==> src/rtl/repeat_accum_pkg.sv <==
// Shared types and default widths for the repeated-add accumulation sequencer.
package repeat_accum_pkg;

    localparam int DEF_DATA_W = 8;
    localparam int DEF_CNT_W  = 4;
    localparam int DEF_SUM_W  = 16;

    typedef enum logic [1:0] {
        IDLE = 2'd0,
        RUN  = 2'd1,
        DONE = 2'd2
    } state_e;

    typedef struct packed {
        logic [DEF_DATA_W-1:0] add_val;
        logic [DEF_CNT_W-1:0]  count;
    } req_t;

endpackage

==> src/rtl/repeat_accum_sequencer_if.sv <==
// Request/result bundle between command producers, the sequencer and the result consumer.
interface repeat_accum_sequencer_if
    import repeat_accum_pkg::*;
#(
    parameter int DATA_W = DEF_DATA_W,
    parameter int CNT_W  = DEF_CNT_W,
    parameter int SUM_W  = DEF_SUM_W
);
    logic [1:0]          req_valid;
    logic [1:0]          req_ready;
    logic [2*DATA_W-1:0] req_add_val;
    logic [2*CNT_W-1:0]  req_repeat_count;
    logic                out_valid;
    logic                out_ready;
    logic [SUM_W-1:0]    out_total;
    logic                out_id;
    logic                busy;
    logic [15:0]         done_count;

    modport slave (
        input  req_valid, req_add_val, req_repeat_count, out_ready,
        output req_ready, out_valid, out_total, out_id, busy, done_count
    );

    modport master (
        output req_valid, req_add_val, req_repeat_count, out_ready,
        input  req_ready, out_valid, out_total, out_id, busy, done_count
    );
endinterface

==> src/rtl/repeat_accum_sequencer_rr_arbiter2.sv <==
// Two-way round-robin arbiter: a lone request wins, a tie goes to the side not granted last.
// Grant is combinational; the last-grant pointer moves only when the caller reports an accept.
module rr_arbiter2 (
    input  logic       clk_i,
    input  logic       rst_i,
    input  logic [1:0] req_i,
    input  logic       advance_i,
    output logic [1:0] grant_o,
    output logic       grant_id_o
);
    logic last_grant_q;

    always_comb begin
        grant_o    = 2'b00;
        grant_id_o = 1'b0;
        case (req_i)
            2'b01: begin grant_o = 2'b01; grant_id_o = 1'b0; end
            2'b10: begin grant_o = 2'b10; grant_id_o = 1'b1; end
            2'b11: begin
                grant_id_o = ~last_grant_q;
                grant_o    = last_grant_q ? 2'b01 : 2'b10;
            end
            default: begin grant_o = 2'b00; grant_id_o = 1'b0; end
        endcase
    end

    // Reset to 1 so requester 0 wins the first tie.
    always_ff @(posedge clk_i or posedge rst_i) begin
        if (rst_i)
            last_grant_q <= 1'b1;
        else if (advance_i)
            last_grant_q <= grant_id_o;
    end
endmodule

==> src/rtl/repeat_accum_sequencer.sv <==
// Shares one accumulator between two requesters, adding the latched addend once per clock for N clocks.
// Result appears N+1 cycles after accept (1 for N=0) and is held until out_ready; no requests taken meanwhile.
module repeat_accum_sequencer
    import repeat_accum_pkg::*;
#(
    parameter int DATA_W = DEF_DATA_W,
    parameter int CNT_W  = DEF_CNT_W,
    parameter int SUM_W  = DEF_SUM_W
) (
    input logic                      clk,
    input logic                      rst,
    repeat_accum_sequencer_if.slave  sq_if
);
    state_e             state_q, state_d;
    logic [DATA_W-1:0]  add_q, add_d;
    logic [CNT_W-1:0]   rem_q, rem_d;
    logic [SUM_W-1:0]   sum_q, sum_d;
    logic               id_q, id_d;
    logic [15:0]        done_q, done_d;

    logic               idle;
    logic [1:0]         grant;
    logic               grant_id;
    logic               accept;
    logic               out_fire;
    logic [DATA_W-1:0]  sel_add;
    logic [CNT_W-1:0]   sel_cnt;

    // Masking requests outside IDLE keeps the arbiter from granting while busy.
    rr_arbiter2 u_arb (
        .clk_i      (clk),
        .rst_i      (rst),
        .req_i      (sq_if.req_valid & {2{idle}}),
        .advance_i  (accept),
        .grant_o    (grant),
        .grant_id_o (grant_id)
    );

    assign accept   = |(sq_if.req_valid & sq_if.req_ready);
    assign out_fire = sq_if.out_valid & sq_if.out_ready;
    assign sel_add  = grant_id ? sq_if.req_add_val[2*DATA_W-1:DATA_W]
                               : sq_if.req_add_val[DATA_W-1:0];
    assign sel_cnt  = grant_id ? sq_if.req_repeat_count[2*CNT_W-1:CNT_W]
                               : sq_if.req_repeat_count[CNT_W-1:0];

    always_ff @(posedge clk or posedge rst) begin
        if (rst)
            state_q <= IDLE;
        else
            state_q <= state_d;
    end

    always_comb begin
        state_d = state_q;
        case (state_q)
            IDLE:    if (accept) state_d = (sel_cnt == '0) ? DONE : RUN;
            RUN:     if (rem_q == CNT_W'(1)) state_d = DONE;
            DONE:    if (out_fire) state_d = IDLE;
            default: state_d = IDLE;
        endcase
    end

    always_comb begin
        idle              = (state_q == IDLE);
        sq_if.req_ready   = grant & {2{idle}};
        sq_if.out_valid   = (state_q == DONE);
        sq_if.busy        = (state_q == RUN) || (state_q == DONE);
        sq_if.out_total   = sum_q;
        sq_if.out_id      = id_q;
        sq_if.done_count  = done_q;
    end

    always_comb begin
        add_d  = add_q;
        rem_d  = rem_q;
        sum_d  = sum_q;
        id_d   = id_q;
        done_d = done_q;
        case (state_q)
            IDLE: if (accept) begin
                add_d = sel_add;
                rem_d = sel_cnt;
                id_d  = grant_id;
                sum_d = '0;
            end
            RUN: begin
                sum_d = sum_q + SUM_W'(add_q);
                rem_d = rem_q - 1'b1;
            end
            DONE: if (out_fire) done_d = done_q + 16'd1;
            default: ;
        endcase
    end

    always_ff @(posedge clk or posedge rst) begin
        if (rst) begin
            add_q  <= '0;
            rem_q  <= '0;
            sum_q  <= '0;
            id_q   <= 1'b0;
            done_q <= '0;
        end else begin
            add_q  <= add_d;
            rem_q  <= rem_d;
            sum_q  <= sum_d;
            id_q   <= id_d;
            done_q <= done_d;
        end
    end
endmodule

==> src/flat_wrapper.sv <==
// flat-port wrapper written by rule: the top's interface ports become plain ports
module repeat_accum_sequencer_flat import repeat_accum_pkg::*;
#(
    parameter int DATA_W = DEF_DATA_W,
    parameter int CNT_W  = DEF_CNT_W,
    parameter int SUM_W  = DEF_SUM_W
)
  (clk, rst, sq_if_req_valid, sq_if_req_add_val, sq_if_req_repeat_count, sq_if_out_ready, sq_if_req_ready, sq_if_out_valid, sq_if_out_total, sq_if_out_id, sq_if_busy, sq_if_done_count);
  repeat_accum_sequencer_if #(.DATA_W(DATA_W), .CNT_W(CNT_W), .SUM_W(SUM_W)) sq_if_i ();
  input logic clk;
  input logic rst;
  input wire logic [$bits(sq_if_i.req_valid)-1:0] sq_if_req_valid;
  input wire logic [$bits(sq_if_i.req_add_val)-1:0] sq_if_req_add_val;
  input wire logic [$bits(sq_if_i.req_repeat_count)-1:0] sq_if_req_repeat_count;
  input wire logic [$bits(sq_if_i.out_ready)-1:0] sq_if_out_ready;
  output wire logic [$bits(sq_if_i.req_ready)-1:0] sq_if_req_ready;
  output wire logic [$bits(sq_if_i.out_valid)-1:0] sq_if_out_valid;
  output wire logic [$bits(sq_if_i.out_total)-1:0] sq_if_out_total;
  output wire logic [$bits(sq_if_i.out_id)-1:0] sq_if_out_id;
  output wire logic [$bits(sq_if_i.busy)-1:0] sq_if_busy;
  output wire logic [$bits(sq_if_i.done_count)-1:0] sq_if_done_count;
  assign sq_if_i.req_valid = sq_if_req_valid;
  assign sq_if_i.req_add_val = sq_if_req_add_val;
  assign sq_if_i.req_repeat_count = sq_if_req_repeat_count;
  assign sq_if_i.out_ready = sq_if_out_ready;
  assign sq_if_req_ready = sq_if_i.req_ready;
  assign sq_if_out_valid = sq_if_i.out_valid;
  assign sq_if_out_total = sq_if_i.out_total;
  assign sq_if_out_id = sq_if_i.out_id;
  assign sq_if_busy = sq_if_i.busy;
  assign sq_if_done_count = sq_if_i.done_count;
  repeat_accum_sequencer #(.DATA_W(DATA_W), .CNT_W(CNT_W), .SUM_W(SUM_W)) u_core (.clk(clk), .rst(rst), .sq_if(sq_if_i));
endmodule
==> config.mk <==
export PLATFORM = sky130hd
export DESIGN_NAME = repeat_accum_sequencer_flat
export DESIGN_NICKNAME = d
export VERILOG_FILES = /design/src/rtl/repeat_accum_pkg.sv /design/src/rtl/repeat_accum_sequencer_if.sv /design/src/rtl/repeat_accum_sequencer_rr_arbiter2.sv /design/src/rtl/repeat_accum_sequencer.sv /design/src/flat_wrapper.sv
export SDC_FILE = /design/constraint.sdc
export NUM_CORES = 1
export LEC_CHECK = 0
export ABC_AREA = 1
export BUFFER_PORTS_ARGS = -buffer_cell sky130_fd_sc_hd__buf_2
export CAP_MARGIN = 0
export CORE_MARGIN = 2
export CORE_UTILIZATION = 44
export DETAILED_ROUTE_END_ITERATION = 10
export PLACE_DENSITY = 0.67
export SYNTH_ARGS = -nofsm -noshare
export SYNTH_HDL_FRONTEND = slang
export SYNTH_SLANG_ARGS = --single-unit
==> constraint.sdc <==
create_clock -name clk -period 4.7 [get_ports clk]
set_clock_uncertainty 0.2 [all_clocks]
set_input_delay 0.235 -clock clk [delete_from_list [all_inputs] [get_ports clk]]
set_output_delay 0.235 -clock clk [all_outputs]
set_load 0.03 [all_outputs]
Word-level counts from Yosys, hierarchy flattened:

Index checks and enable logic that the tools add are counted.

* bits in registers: 48
* input bits: 29
* output and inout port bits: 37

* $add $sub $neg: 3
* eq/ne operators: 9
* muxes and demuxes: 14
* bitwise operators: 5
* reduce and logical (&&, ||, !) cells: 9

Operators by type and width (count)
* $pmux 16 s2: 1
* $add 16x1->16 const B: 1
* $add 16x8->16: 1
* $mux 16: 1
* $pmux 2 s3: 2
* $mux 2: 5
* $mux 4: 2
* $mux 8: 1
* $pmux 4 s2: 1
* $and 2x2->2: 3
* $eq 2x2->1 const B: 3
* $reduce_and 2->1: 3
* $eq 2x1->1 const B: 2
* $eq 4x1->1 const B: 1
* $logic_not 4->1: 1
* $ne 2x2->1 const B: 2
* $sub 4x1->4 const B: 1
* $reduce_and 3->1: 1
* $logic_not 2->1: 1
* $ne 2x1->1 const B: 1
* $pmux 1 s2: 1
* $reduce_bool 2->1: 1
* $reduce_or 2->1: 1
* $and 1x1->1: 1
* other kinds (2): 2

Longest topological paths before layout:

* depth in word-level cells: 9
* depth in mapped cells: 13
* depth with buffers taken out: 12

Modules after synthesis:

Synthesis repeated with hierarchy kept, for this count alone.

* cell total of the unflattened synthesis: 413
* area, all modules: 3026.7 µm²

By module, submodules not included
* repeat_accum_sequencer: times used 1, cells each 402, area an instance 2955.3 µm², sequential area each 1176.1 µm²
* rr_arbiter2: times used 1, cells each 11, area an instance 71.3 µm², sequential area each 26.3 µm²

Worst setup path before layout:

OpenSTA, ideal clock, no wires.

* path kind: flip-flop to flip-flop
* from: register u_core.sum_q[0], in the netlist u_core.sq_if.out_total[0]
* to: register u_core.sum_q[12], in the netlist u_core.sq_if.out_total[12]
* setup time: 0.117 ns
* data arrival time: 1.708 ns
* required time: 4.383 ns
* setup slack: 2.675 ns
* cell stages (with the launch flop): 11
* path through: dfrtp_1 > ha_1 > fa_1 > nand2_1 > nand2_1 > nand3_1 > nand2_1 > nand3_1 > nand2_1 > nand2_1 > nor2_1

* cells in the longest elaborated chain, start to end: 2

Ends and longest elaborated chain
* start, declared: line repeat_accum_sequencer.sv:17 `logic [SUM_W-1:0] sum_q, sum_d;`
* start signal, assigned: line repeat_accum_sequencer.sv:105 `sum_q <= sum_d;`
* $add 16x8->16: line repeat_accum_sequencer.sv:87 `sum_d = sum_q + SUM_W'(add_q);`
* $pmux 16 s2: line repeat_accum_sequencer.sv:79 `case (state_q)`

No other way between the ends.
A chain may end at the register's enable or synchronous reset.

Final worst setup path:

* from: register u_core.state_q[0]
* to: output sq_if_req_ready[1]

* cells in the longest elaborated chain, start to end: 5
* elaborated cells on any way between the ends: 7

Ends and longest elaborated chain
* start, declared: line repeat_accum_sequencer.sv:14 `state_e state_q, state_d;`
* start signal, assigned: line repeat_accum_sequencer.sv:50 `state_q <= state_d;`
* $logic_not 2->1 (*): line repeat_accum_sequencer.sv:64 `idle = (state_q == IDLE);`
* $and 2x2->2: line repeat_accum_sequencer.sv:33 `.req_i (sq_if.req_valid & {2{idle}}),`
* $eq 2x2->1 or $eq 2x1->1 (tied branches): line repeat_accum_sequencer_rr_arbiter2.sv:16 `case (req_i)`
* $pmux 2 s3: line repeat_accum_sequencer_rr_arbiter2.sv:16
* $and 2x2->2 (*): line repeat_accum_sequencer.sv:65 `sq_if.req_ready = grant & {2{idle}};`
* end, declared: line flat_wrapper.sv:16 `output wire logic [$bits(sq_if_i.req_ready)-1:0] sq_if_req_ready;`

Mark *: on every way between the ends. The rest lies on a longest branch, timed or not.

==> metrics.cfg <==
[placement]
io_buffers=65
dp_hpwl_um=4970
dpl.cell_count=528
dp_slack_ns=2.58
place.gp.congestion=0.850

[floorplanning]
io_pins=66
placeableCoreArea_sq_um=6390
die_h_um=85.4
die_area_sq_um=7290
num_rows=29
start_util_pct=45.7
die_w_um=85.4

[worst_setup_path]
r2r_slack_ns=2.58
slowest_stage=dfrtp_1
cp-end-kind=output pin
crit_type=flop to output pin
cpPeakStageDelay_ns=0.41
worstPathMaxFanout=17
path_cells=inv_1 > ha_1 > nand2_1 > inv_2 > nand2_4 > inv_2 > buf_2
start_kind=flop
crit_arrival_ns=1.84
cp.required_ns=4.26
crit_top_cell=inv_2

[outcome]
violations=hold timing
status=finished, violations left

[power_and_ir_drop]
power_leakage_nw=1.90
ir_worst_vdd_mv=0.263
power_density_nw_per_um2=550
finalPower_w=0.00189

[global_routing]
antenna_found_initial=0
track_usage_pct=19.3
grt_max_degree=49
grt_pass1_wl_um=11500
grt-ovfl-total=0
grt_pass1_vias=2574

[final_layout]
stdcell_count=536
fillers=627
fin_util_pct=53.7
multi_input_area_sq_um=1500
register_area_sq_um=1200
antennaDiodeCount=0
area_growth_syn_to_layout_pct=17.6
drive_above_1_share_pct=20.9
nNetsFinal=502

[yosys]
synth_top_area_share_pct=40.3
synth_cell_types=32
synth_cells=389
syn-cell-area_sq_um=2920
synth_nets=433
synth.most_common_cell=nand2_1
ys.flop_type=dfrtp_1
synthTopCellsByCount=nand2_1, inv_1, dfrtp_1, nor2_1, nand3_1
synth_top_area_cell=dfrtp_1
ys_seq_elements=48
synth_area_per_cell_sq_um=7.49
ys_async_sr_fraction_pct=100
synth_area_leaders=dfrtp_1, nand2_1, inv_1
yosysSeqAreaShare_pct=41.2
synth_edf_count=0
yosys_warnings=0

[clock_network]
clockBufferDepth=2
clockRootBuffer=clkbuf_8
ctsResizeCount=0
clk_pin_slew_ns=0.09
cts_tree=yes
postCtsHoldBufs=0
clk_latency_ns=0.30
cts_buffers=5
cts.sinks=48
postCtsSetupBuffers=0
htree_levels=2

[timing]
finalWorstSetupSlack_ns=2.42
drv_slew=0
worst_slew_pin_slew_ns=1.01
whs_ns=-0.0371
hold_viol_final=39
fmax_mhz=439
fin_crit_ns=2.28
finalSetupViolations=0
rsz0062_at_grt=no
maxSlewHeadroom_pct=32.6
setup_tns_ns=0
min_period_over_period_pct=48.5

[drt]
drc=0
viasPerCell=4.85
detail_route.wl_per_cell_um=12.1
ant_nets=0
drt-initial-drc-count=93
vias=2598
wl_um=6500
first_pass_iters=4

[min_path]
hp-class=input pin to asynchronous set/reset pin

[run]
drv_cap=0

==> cells in the final DEF (no fill, tap or decap), types with 5 or more instances in the layout <==
master    synthesis  final
nand2_1         120    120
nor3_1            5      5
clkbuf_8          0      5
inv_1            48     47
xor2_1            8      8
nor2_1           37     37
xnor2_1           8      8
a21oi_1          17     17
nand3_1          24     24
nand4_1          10     10
ha_1             14     14
dfrtp_1          47     47
buf_2             1     65
o21ai_0          20     20
==> per-stage QoR <==
stage	instance area, sq um	hold slack, ns
floorplan	2920	0.223
global placement	3320	0.251
detailed placement	3320	0.255
CTS	3430	0.0117
global route	3430	0.0208
finish	3430	-0.0371
==> final timing paths <==
| check | start | to | cells after the start |
|---|---|---|---|
| setup / recovery | u_core.state_q[0]$_DFFE_PP0P_ | sq_if_req_ready[1] | 7 |
| setup reg to reg | u_core.state_q[0]$_DFFE_PP0P_ | u_core.sq_if.out_total[13]$_DFFE_PP0P_ | 10 |
| max in group asynchronous | rst | u_core.sq_if.out_total[4]$_DFFE_PP0P_ | 2 |
| min in group clk | sq_if_req_add_val[10] | u_core.add_q[2]$_DFFE_PP0P_ | 3 |
| hold / removal | rst | u_core.sq_if.out_total[5]$_DFFE_PP0P_ | 2 |
| hold reg to reg | u_core.sq_if.out_id$_DFFE_PP0P_ | u_core.sq_if.out_id$_DFFE_PP0P_ | 2 |
==> flip-flops by register name, indices dropped and copies added (netlist names) <==
name,cells
u_core.add_q,8
u_core.state_q,2
u_core.rem_q,4
u_core.sq_if.out_id,1
u_core.sq_if.done_count,16
u_core.sq_if.out_total,16
u_core.u_arb.last_grant_q,1
==> worst max-delay path: cells and delay by family, from the launching register on <==
kind          cells  cell delay [ns]
flops             1             0.41
simple gates      2             0.26
buf+inv           4             0.61
fa+ha+maj         1             0.28
==> power breakdown <==
part / internal, W / switching [W]
clock: 0.000158 / 0.000141
sequential: 0.000534 / 0.0000989
combinational: 0.000316 / 0.000638
==> metal layers <==
| layer | vias to the layer above | part of all wire [%] | wire length (um) | track usage, % |
|---|---|---|---|---|
| met5 | - | 0 | 0 | 0 |
| met4 | 0 | 0.54 | 35 | 4.33 |
| met3 | 2 | 2.8 | 185 | 2.63 |
| met2 | 38 | 46 | 2970 | 31.4 |
| met1 | 1178 | 51 | 3310 | 27.4 |
| li1 | 1380 | - | - | - |
==> cells by family after synthesis <==
family                   after synthesis  share of synthesized area, %
buffers and inverters                 55                          7.47
XOR/XNOR                              16                          4.81
adder cells (fa/ha/maj)               15                          6.70
flip-flops                            48                          41.2
AO/OA/AOI/OAI                         46                          9.06
AND/OR/NAND/NOR                      209                          30.7
==> final cells by class <==
type / count / area share, %
clock buffers: 5 / 2.01
repair buffers: 65 / 9.49
inverters: 52 / 5.77
clock inverters: 3 / 1.24
multi-input cells: 286 / 43.6
well taps: 77 / 2.81
flip-flops and latches: 48 / 35.1
Power figures use the tool's default switching activity.
